File: src/rtl/fifo_param_pkg.sv
// rtl/fifo_param_pkg.sv - default parameters and width helpers for fifo_param
package fifo_param_pkg;

    localparam int DEF_WIDTH     = 8;
    localparam int DEF_DEPTH     = 16;
    localparam int DEF_AF_MARGIN = 1;
    localparam int DEF_AE_MARGIN = 1;

    // Occupancy runs 0..depth inclusive, hence depth+1 states.
    function automatic int count_width(input int depth);
        return $clog2(depth + 1);
    endfunction

endpackage

File: src/rtl/fifo_param_mem.sv
// rtl/fifo_param_mem.sv - FIFO storage: synchronous write port, asynchronous read
module fifo_param_mem #(
    parameter int WIDTH = 8,
    parameter int DEPTH = 16,
    parameter int AW    = $clog2(DEPTH)
) (
    input  logic             clk,
    input  logic             we,
    input  logic [AW-1:0]    waddr,
    input  logic [WIDTH-1:0] wdata,
    input  logic [AW-1:0]    raddr,
    output logic [WIDTH-1:0] rdata
);

    logic [WIDTH-1:0] mem [DEPTH];

    always_ff @(posedge clk) begin
        if (we) begin
            mem[waddr] <= wdata;
        end
    end

    assign rdata = mem[raddr];

endmodule

File: src/rtl/fifo_param.sv
// rtl/fifo_param.sv - parameterised synchronous FIFO with registered or FWFT read
module fifo_param
    import fifo_param_pkg::*;
#(
    parameter int FIFO_WIDTH = DEF_WIDTH,
    parameter int FIFO_DEPTH = DEF_DEPTH,
    parameter int AF_MARGIN  = DEF_AF_MARGIN,
    parameter int AE_MARGIN  = DEF_AE_MARGIN,
    parameter int FWFT       = 0
) (
    input  logic                                 clk,
    input  logic                                 rst_n,
    input  logic [FIFO_WIDTH-1:0]                data_in,
    input  logic                                 wr_en,
    input  logic                                 rd_en,
    output logic [FIFO_WIDTH-1:0]                data_out,
    output logic                                 rd_valid,
    output logic                                 wr_ack,
    output logic                                 overflow,
    output logic                                 underflow,
    output logic                                 full,
    output logic                                 empty,
    output logic                                 almostfull,
    output logic                                 almostempty,
    output logic [count_width(FIFO_DEPTH)-1:0]   count
);

    localparam int AW = (FIFO_DEPTH > 1) ? $clog2(FIFO_DEPTH) : 1;
    localparam int CW = count_width(FIFO_DEPTH);

    if (FIFO_WIDTH < 1 || FIFO_WIDTH > 64) begin : g_bad_width
        $error("fifo_param: FIFO_WIDTH must be 1..64");
    end
    if (FIFO_DEPTH < 2 || FIFO_DEPTH > 1024) begin : g_bad_depth
        $error("fifo_param: FIFO_DEPTH must be 2..1024");
    end
    if (AF_MARGIN < 1 || AF_MARGIN > FIFO_DEPTH - 1) begin : g_bad_af
        $error("fifo_param: AF_MARGIN must be 1..FIFO_DEPTH-1");
    end
    if (AE_MARGIN < 1 || AE_MARGIN > FIFO_DEPTH - 1) begin : g_bad_ae
        $error("fifo_param: AE_MARGIN must be 1..FIFO_DEPTH-1");
    end
    if (FWFT != 0 && FWFT != 1) begin : g_bad_fwft
        $error("fifo_param: FWFT must be 0 or 1");
    end

    logic [AW-1:0]         wr_ptr;
    logic [AW-1:0]         rd_ptr;
    logic [FIFO_WIDTH-1:0] mem_rdata;
    logic                  wr_accept;
    logic                  rd_accept;

    assign full        = (count == CW'(FIFO_DEPTH));
    assign empty       = (count == '0);
    assign almostfull  = (count >= CW'(FIFO_DEPTH - AF_MARGIN)) && (count < CW'(FIFO_DEPTH));
    assign almostempty = (count != '0) && (count <= CW'(AE_MARGIN));

    // Acceptance looks only at the current flags, so a simultaneous read never frees room for a write.
    assign wr_accept = wr_en && !full;
    assign rd_accept = rd_en && !empty;

    fifo_param_mem #(
        .WIDTH (FIFO_WIDTH),
        .DEPTH (FIFO_DEPTH),
        .AW    (AW)
    ) u_mem (
        .clk   (clk),
        .we    (wr_accept),
        .waddr (wr_ptr),
        .wdata (data_in),
        .raddr (rd_ptr),
        .rdata (mem_rdata)
    );

    always_ff @(posedge clk or negedge rst_n) begin
        if (!rst_n) begin
            wr_ptr    <= '0;
            rd_ptr    <= '0;
            count     <= '0;
            wr_ack    <= 1'b0;
            overflow  <= 1'b0;
            underflow <= 1'b0;
        end else begin
            wr_ack    <= wr_accept;
            overflow  <= wr_en && full;
            underflow <= rd_en && empty;
            if (wr_accept) begin
                wr_ptr <= (wr_ptr == AW'(FIFO_DEPTH - 1)) ? '0 : wr_ptr + 1'b1;
            end
            if (rd_accept) begin
                rd_ptr <= (rd_ptr == AW'(FIFO_DEPTH - 1)) ? '0 : rd_ptr + 1'b1;
            end
            case ({wr_accept, rd_accept})
                2'b10:   count <= count + 1'b1;
                2'b01:   count <= count - 1'b1;
                default: count <= count;
            endcase
        end
    end

    if (FWFT != 0) begin : g_fwft
        // Head word is exposed directly; zero while nothing is stored.
        assign data_out = empty ? '0 : mem_rdata;
        assign rd_valid = !empty;
    end else begin : g_reg
        logic [FIFO_WIDTH-1:0] dout_q;
        logic                  valid_q;

        always_ff @(posedge clk or negedge rst_n) begin
            if (!rst_n) begin
                dout_q  <= '0;
                valid_q <= 1'b0;
            end else begin
                valid_q <= rd_accept;
                if (rd_accept) begin
                    dout_q <= mem_rdata;
                end
            end
        end

        assign data_out = dout_q;
        assign rd_valid = valid_q;
    end

endmodule

File: config.mk
export PLATFORM = sky130hd
export DESIGN_NAME = fifo_param
export DESIGN_NICKNAME = d
export VERILOG_FILES = /design/src/rtl/fifo_param_pkg.sv /design/src/rtl/fifo_param_mem.sv /design/src/rtl/fifo_param.sv
export SDC_FILE = /design/constraint.sdc
export NUM_CORES = 1
export LEC_CHECK = 0
export ABC_AREA = 1
export CORE_AREA = 4 4 122 124
export CTS_BUF_LIST = sky130_fd_sc_hd__clkbuf_8
export DETAILED_ROUTE_END_ITERATION = 8
export DIE_AREA = 0 0 126 128
export PLACE_DENSITY = 0.64
export SLEW_MARGIN = 20
export SYNTH_ARGS = -nofsm -noshare
export SYNTH_HDL_FRONTEND = slang
export SYNTH_SLANG_ARGS = --single-unit
File: constraint.sdc
create_clock -name clk -period 3.4 [get_ports clk]
set_input_delay 0.85 -clock clk [delete_from_list [all_inputs] [get_ports clk]]
set_output_delay 0.85 -clock clk [all_outputs]
set_load 0.005 [all_outputs]
Word-level counts from Yosys, hierarchy flattened
Memory sizes are Yosys's and may differ from the RTL's. A register that Yosys moved wholly into a read port is not among the register bits.
Cells that the tools add are included.
{"block": "op_classes", "magnitude_cmp": 3, "n_eq_ne": 5, "mux": 5, "addsub": 4, "n_reduce_logical": 12}
{"cell": "one-hot mux 5 bit (2 select lines)", "count": 1}
{"cell": "adder 4 x 1 -> 4 bit (second input constant)", "count": 2}
{"cell": "== test 4 bit (second input constant)", "count": 2}
{"cell": "two-way mux 4 bit", "count": 2}
{"cell": "logical AND 1 bit", "count": 6}
{"cell": "adder 5 x 1 -> 5 bit (second input constant)", "count": 1}
{"cell": "== test 5 bit (second input constant)", "count": 1}
{"cell": "greater-or-equal comparator 5 x 4 -> 1 bit (second input constant)", "count": 1}
{"cell": "less-or-equal comparator 5 x 1 -> 1 bit (second input constant)", "count": 1}
{"cell": "zero test 5 bit", "count": 1}
{"cell": "less-than comparator 5 bit (second input constant)", "count": 1}
{"cell": "nonzero test 5 bit", "count": 1}
{"cell": "subtractor 5 x 1 -> 5 bit (second input constant)", "count": 1}
{"cell": "zero test 1 bit", "count": 3}
{"cell": "== test 2 x 1 -> 1 bit (second input constant)", "count": 1}
{"cell": "== test 2 bit (second input constant)", "count": 1}
{"cell": "two-way mux 1 bit", "count": 2}
{"cell": "nonzero test 2 bit", "count": 1}
{"block": "totals", "ram_bits": 128, "regBits": 17, "word_cells": 37, "out_inout_bits": 21, "memories": 1, "inputBits": 12}
{"name": "u_mem.mem", "depth": 16, "width": 8, "rd": 1, "rd_ports_with_merged_regs": 1, "wr": 1, "line_no": "fifo_param_mem.sv:15", "text": "logic [WIDTH-1:0] mem [DEPTH];"}

Longest topological paths before layout
Gate-level depths: netlist of the first run.
{"block": "logic_depth", "depth_word": 5, "mapped_depth": 14, "depth_no_buf": 13}

Modules after synthesis
Synthesis of the first run repeated with hierarchy kept, for this count alone.
{"block": "hier_totals", "hier_cells": 691, "hier_area_um2": 6912.9}
{"mod": "fifo_param_mem", "cells_per_inst": 543, "instances": 1, "area_each_um2": 5606.6, "seq_area_each_um2": 3843.7}
{"mod": "fifo_param", "cells_per_inst": 148, "instances": 1, "area_each_um2": 1306.3, "seq_area_each_um2": 625.6}

Least setup slack after synthesis of the first run
No wires, ideal clock.
{"block": "synth_timing", "path_type": "flip-flop to flip-flop", "start": "register count[0]", "end": "register count[2]", "path_slack_ns": 1.396, "t_arrival_ns": 1.886, "period_less_slack_ns": 2.004, "stages_incl_launch_ff": 14, "n_path_buf": 1, "t_required_ns": 3.282, "setup_ns": 0.118, "path_cell_list": "dfrtp_1 -> inv_1 -> ha_1 -> nand2_1 -> inv_2 -> nand2_1 -> nand2_2 -> inv_2 -> buf_4 -> ha_1 -> a21oi_1 -> o21ai_1 -> xor2_1 -> inv_1"}
{"block": "synth_between", "elab_chain_len": 5, "elab_cells_between_ends": 12, "cone_classes": "2 x add/sub; 3 x eq/ne; 1 x mux; 6 x reduce/logical"}
{"element": "from (decl)", "line_no": "fifo_param.sv:25", "text": "output logic [count_width(FIFO_DEPTH)-1:0] count"}
{"element": "from (signal assigned)", "line_no": "fifo_param.sv:94", "text": "2'b10: count <= count + 1'b1;"}
{"element": "from (signal assigned)", "line_no": "fifo_param.sv:95", "text": "2'b01: count <= count - 1'b1;"}
{"element": "from (signal assigned)", "line_no": "fifo_param.sv:96", "text": "default: count <= count;"}
{"element": "zero test 5 bit *", "line_no": "fifo_param.sv:54", "text": "assign empty = (count == '0);"}
{"element": "zero test 1 bit *", "line_no": "fifo_param.sv:60", "text": "assign rd_accept = rd_en && !empty;"}
{"element": "logical AND 1 bit *", "line_no": "fifo_param.sv:60"}
{"element": "named net rd_accept", "line_no": "fifo_param.sv:51", "text": "logic rd_accept;"}
{"element": "== test 2 x 1 -> 1 bit or == test 2 bit (tied branches)", "line_no": "fifo_param.sv:93", "text": "case ({wr_accept, rd_accept})"}
{"element": "one-hot mux 5 bit (2 select lines) or nonzero test 2 bit (tied branches)"}
Mark *: on every way through the listed nets, which the timed path passes. The rest lies on a longest branch.
A chain may end at the register's enable or synchronous reset.

Worst setup path after layout of the first run
{"block": "layout_timing", "start": "register count[0]", "end": "output almostfull"}
{"block": "layout_between", "elab_chain_len": 2, "elab_cells_between_ends": 3, "cone_classes": "2 x order compare; 1 x reduce/logical"}
{"element": "greater-or-equal comparator 5 x 4 -> 1 bit or less-than comparator 5 bit (tied branches)", "line_no": "fifo_param.sv:55", "text": "assign almostfull = (count >= CW'(FIFO_DEPTH - AF_MARGIN)) && (count < CW'(FIFO_DEPTH));"}
{"element": "logical AND 1 bit *", "line_no": "fifo_param.sv:55"}
{"element": "to (decl)", "line_no": "fifo_param.sv:23", "text": "output logic almostfull,"}
Every way passes the cells marked *; elsewhere a longest branch is shown, timed or not.

==> impl_results.md, run 1 <==
- Critical Path AT: roughly 2.1 ns
- Status: finished clean
- Period minus WS final: 2.925 ns
- Via-to-Cell Ratio: 5.130
- Drt pass-1 iters: 5
- Clk root buf: clkbuf_8
- IO Count: 33
- CTS tree: done
- Slew @ Worst Pin: 1.046 ns
- Post-CTS resize count: 0
- Worst Path Class, Setup: reg -> out
- Clk slew on worst S/H paths: ~0.070 ns
- Max-Cap Viols: 0
- Crit end category: output pin
- Post-Synthesis Cell Area: 6803 um2
- Synth Warn #: 0
- Final period util: 0.8603
- Hpwl dp: 9985 um
- Number of global-route vias before repair: about 4500
- RSZ-0062 raised after global routing: no
- Post-Route WL: 15320 um
- Area growth syn-to-layout: 11.68%
- First-pass GRT wire length: 24220 um
- CP required: around 2.6 ns
- Die area: 16130 um2
- Worst skew pair latency: roughly 0.44 ns
- Clock Skews: 0.006758 ns
- CP Launch Type: flip-flop
- EDFF count, synth: about 130
- Pin count of the biggest net entering global routing: ~70
- Worst VDD drop: 0.0003700 V
- Post-Synthesis Cells: 680
- Predominant post-synthesis flop cell: edfxtp_1
- Post-DRT Antenna Nets: 0
- Initial antenna violation count: 0
- GPL Wtd Cong: ~0.95
- Synth Register Bits: roughly 150
- FILL cells: 1227
- Fmax: 341.9 MHz
- Smallest hold slack: 0.4823 ns
- Synthesized net count: 703
- Final Hold Vio Count: 0
- Sequential share of the synthesized area: 0.6570
- Setup bufs post-CTS: 0
- Vias: 4617
- DR iter-0 viols: 547
- H-tree depth: 4
- Nets: 731
- Hold Path Class: reg -> reg
- Synth async-reset ratio: 0.1634
- Largest fanout on the critical path: 6
- Relative slew margins: 0.3020
- CTS sink cnt: 153
- Port buffer count: 32
- Starting density of the core: 0.4939
- # setup viols final: 0
- Gr usage total: 0.2000
- P_leak: 3.338 nW
- Core Footprint: between 10000 and 15000 um2
- Synthesized area per cell: 10.00 um2
- Max Slew Vio Count: 0
- Ant. Diodes: 0
- Wire length per cell: 17.02 um
- GRT overflow: 0
- PwrDens: 783.3 nW/um2
- Die width: around 130 um
- Yosys cell types: 22
- Layout cells sized above 1: 0.05694
- Post-route DRC: 0
- CTS buffer count: 17
- Die H: 128 um
- Fin Setup TNS: 0 ns
- Number of core rows: 43
- Hold Buf Count CTS: 0
- Clock buffer depth: 2
==> synthesized netlist by cell type (2+ instances only) <==
library cell  count  area share
buf_2            17       0.013
dfrtp_1          25       0.092
o21ai_0           3      0.0022
nor3_1            2      0.0015
xnor2_1           2      0.0026
buf_4             7      0.0077
o31ai_1           2      0.0022
inv_2             8      0.0044
ha_1             11       0.020
xor2_1            5      0.0064
a21oi_1           3      0.0022
nand2_2           3      0.0028
nand2_1         211        0.12
o21ai_1           7      0.0051
inv_1           114       0.063
nor2_1           23       0.013
nand3_1         105       0.077
edfxtp_1        128        0.57
==> registers in the layout, summed over array words and instances (netlist names) <==
signal,cells
u_mem.mem,128
data_out,8
count,5
rd_ptr,4
wr_ptr,4
overflow,1
rd_valid,1
underflow,1
wr_ack,1
==> area by class of cell <==
type | instances | area, um2 | area share
clock inverter | 14 | 140.1 | 0.01845
clock buffer | 17 | 234.0 | 0.03080
tap | 180 | 225.2 | 0.02964
multi-input combinational | 378 | 1719 | 0.2263
sequential | 153 | 4471 | 0.5884
timing repair buffer | 36 | 350.3 | 0.04611
inverter | 122 | 457.9 | 0.06028
==> power by group <==
part,switching (W),internal (W),total [W]
clock network,0.000616,0.000699,0.00132
logic,0.00140,0.000715,0.00212
registers,0.000197,0.00232,0.00252
==> per-stage QoR <==
step | util | power [W] | area [um2] | std cells | setup slack, ns
after floorplan | - | 0.003960 | 6803 | 680 | 1.396
after global placement | 0.5244 | 0.004621 | 7223 | 869 | 0.7221
after detailed placement | 0.5244 | 0.004648 | 7223 | 869 | 0.6695
after CTS | 0.5516 | 0.005961 | 7597 | 900 | 0.4316
after global routing | 0.5516 | 0.006356 | 7597 | 900 | 0.2050
final | 0.5516 | 0.005951 | 7597 | 900 | 0.4752
==> layer usage <==
metal  global-route usage  routed length (um)  up-vias
li1                     -                   -     2225
met2               0.3142                7194      201
met4              0.08454                 364        0
met1               0.2738                6742     2161
met3              0.04083                1013       30
met5                    0                   0        -
==> critical path, stage by stage, from the launching register on <==
cell and delay (ns):
dfrtp_1 0.45, ha_1 0.18, inv_1 0.05, nor3_1 0.14, ha_1 0.18, nor2_1 0.04, nor2_1 0.08, clkdlybuf4s50_1 0.51
==> logic make-up (layout without fill, tap and decap cells) <==
logic type / after synthesis / count (layout) / share of synthesized area
AO/OA/AOI/OAI: 15 / 15 / 0.01177
XOR/XNOR: 7 / 7 / 0.009012
adder cells (fa/ha/maj): 11 / 11 / 0.02023
buffers and inverters: 149 / 189 / 0.09031
flip-flops: 153 / 153 / 0.6570
AND/OR/NAND/NOR: 345 / 345 / 0.2117
==> placed cells by master (no fill, tap or decap), types with 2 or more instances in the layout <==
cell type / Yosys / layout
bufinv_16: 0 / 3
ha_1: 11 / 11
o21ai_1: 7 / 7
nand3_1: 105 / 105
inv_1: 114 / 116
nand2_2: 3 / 3
edfxtp_1: 128 / 128
xnor2_1: 2 / 2
clkinv_2: 0 / 4
a21oi_1: 3 / 3
clkinv_1: 0 / 4
nor2_1: 23 / 23
buf_4: 7 / 4
o31ai_1: 2 / 2
clkbuf_8: 0 / 17
dfrtp_1: 25 / 24
nand2_1: 211 / 211
xor2_1: 5 / 5
inv_2: 8 / 8
clkdlybuf4s50_1: 0 / 32
nor3_1: 2 / 2
o21ai_0: 3 / 3
==> path summary, 6_finish.rpt <==
path,startpoint,end,slack [ns],cells past startpoint
worst max-delay path,count[0],almostfull,0.48,7
worst min-delay path,data_out[1],data_out[1],0.48,2
worst max register to register,count[1],count[2],1.08,12
worst min register to register,data_out[1],data_out[1],0.48,2
max in group asynchronous,rst_n,rd_ptr[0],2.37,2
min in group asynchronous,rst_n,wr_ack,0.76,2
(Power assumes the default switching activity.)
==> run 2, diff against run 1 <==
--- a/config.mk
+++ b/config.mk
@@ -6,10 +6,10 @@
 export NUM_CORES = 1
 export LEC_CHECK = 0
 export ABC_AREA = 1
-export CORE_AREA = 4 4 122 124
+export CORE_AREA = 3 3 121 123
 export CTS_BUF_LIST = sky130_fd_sc_hd__clkbuf_8
 export DETAILED_ROUTE_END_ITERATION = 8
-export DIE_AREA = 0 0 126 128
+export DIE_AREA = 0 0 124 126
 export PLACE_DENSITY = 0.64
 export SLEW_MARGIN = 20
 export SYNTH_ARGS = -nofsm -noshare
==> impl_results.md, run 2 (synthesis results as in run 1) <==
- Nets: approximately 740
- Worst skew pair latency: between 0.4 and 0.5 ns
- # setup viols final: 0
- Vias: 4645
- Port buffer count: 32
- CTS sink cnt: ~150
- Max reg flops: 128
- Most frequent cells in the layout: nand2_1 (211), edfxtp_1 (128), inv_1 (120)
- GPL Wtd Cong: ~0.89
- Relative slew margins: 0.4462
- Hold Path Class: reg -> reg
- Gr usage total: 0.2129
- Clk root buf: clkbuf_8
- Via-to-Cell Ratio: 5.133
- Die H: 126 um
- CP Launch Type: flip-flop
- Setup bufs post-CTS: 0
- Design internal power: 0.003640 W
- Crit end category: output pin
- Number of global-route vias before repair: 4581
- Final Hold Vio Count: 0
- Most common cell after layout, fill and taps aside: nand2_1
- CTS tree: done
- Starting density of the core: 0.4939
- Largest fanout on the critical path: 6
- Pin count of the biggest net entering global routing: 68
- PwrDens: 771.5 nW/um2
- FILL cells: 1221
- Worst Setup Slack, final: 0.4511 ns
- Status: finished clean
- Die area: between 15000 and 20000 um2
- Number of core rows: 43
- P_leak: approximately 3.4 nW
- Worst VDD drop: 0.0003127 V
- Final period util: 0.8673
- Crit-path slowest cell: clkdlybuf4s50_1
- Die width: 124 um
- Hpwl dp: 9998 um
- Worst Path Class, Setup: reg -> out
- Critical Path Max Stage Delay: 0.51 ns
- IO Count: 33
- Max-Cap Viols: 0
- Post-Route WL: 15370 um
- Smallest hold slack: 0.4820 ns
- Top reg by flops: u_mem.mem
- Sw Share: 0.3797
- Fmax: between 300 and 400 MHz
- H-tree depth: 4
- Ant. Diodes: 0
- Wire length per cell: 16.99 um
- Clk slew on worst S/H paths: 0.07 ns
- Clock power frac: 0.206
- Final Util: 0.5522
- Register share of total power: 0.431
- Max Slew Vio Count: 0
- Initial antenna violation count: 0
- Area growth syn-to-layout: 11.81%
- Hold Buf Count CTS: 0
- Fin Setup TNS: 0 ns
- Switch Pwr: 0.002228 W
- Drt pass-1 iters: 4
- Crit-path cells: ha_1 > inv_1 > nor3_1 > ha_1 > nor2_1 > nor2_1 > clkdlybuf4s50_1
- CP required: between 2 and 3 ns
- CTS buffer count: 17
- First-pass GRT wire length: 24600 um
- Layout cells sized above 1: 0.06345
- Clock buffer depth: 2
- DR iter-0 viols: 466
- Clock Skews: around 0.012 ns
- Slew @ Worst Pin: just over 0.8 ns
- Post-route DRC: 0
- Post-CTS resize count: 0
- RSZ-0062 raised after global routing: no
- GRT overflow: 0
- Critical Path AT: 2.10 ns
- Core Footprint: 13770 um2
- Period minus WS final: about 2.9 ns
- DP Worst Slack: 0.6581 ns
- Comb power frac: 0.363
- Post-DRT Antenna Nets: 0
[run 2: final cells by class]
class	count	area, um2	area share
Timing Repair Buffer	40	380.4	0.05001
Tap cell	180	225.2	0.02961
Multi-Input combinational cell	378	1719	0.2260
Clock buffer	19	261.5	0.03438
Clock inverter	13	91.34	0.01201
Sequential cell	153	4471	0.5878
Inverter	122	457.9	0.06021
[run 2: per-layer routing]
metal,vias up,GRT usage,share of wire
met2,140,0.3213,0.47
met1,2237,0.3012,0.45
met3,34,0.04356,0.047
met5,-,0,0
li1,2234,-,-
met4,0,0.09021,0.031
[run 2: through the flow]
step,power (W),instance area [um2],instances
finish,0.005868,7606,905
global route,0.006286,7606,905
CTS,0.005897,7606,905
detailed placement,0.004686,7253,873
global placement,0.004659,7253,873
floorplan,0.003960,6803,680
[run 2: final timing paths]
path / start / to / slack (ns) / cells past startpoint
setup / recovery: count[0] / almostfull / 0.45 / 7
hold / removal: data_out[7] / data_out[7] / 0.48 / 2
setup reg to reg: count[0] / count[2] / 1.05 / 13
hold reg to reg: data_out[7] / data_out[7] / 0.48 / 2
max in group asynchronous: rst_n / count[1] / 1.95 / 2
min in group asynchronous: rst_n / data_out[7] / 0.81 / 1
[run 2: critical path: cells and delay by family (launching register included)]
kind	cells	cell delay [ns]
adder cells (fa/ha/maj)	2	0.35
buffers and inverters	2	0.56
flip-flops	1	0.45
AND/OR/NAND/NOR	3	0.29
[run 2: power by group through the flow]
stage / Clock (W) / Combinational [W] / Sequential [W]
final: 0.00121 / 0.00213 / 0.00253
after global routing: 0.00133 / 0.00239 / 0.00256
after CTS: 0.00124 / 0.00213 / 0.00252
after detailed placement: 0 / 0.00213 / 0.00256
after global placement: 0 / 0.00210 / 0.00256
after floorplan: 0 / 0.00148 / 0.00248
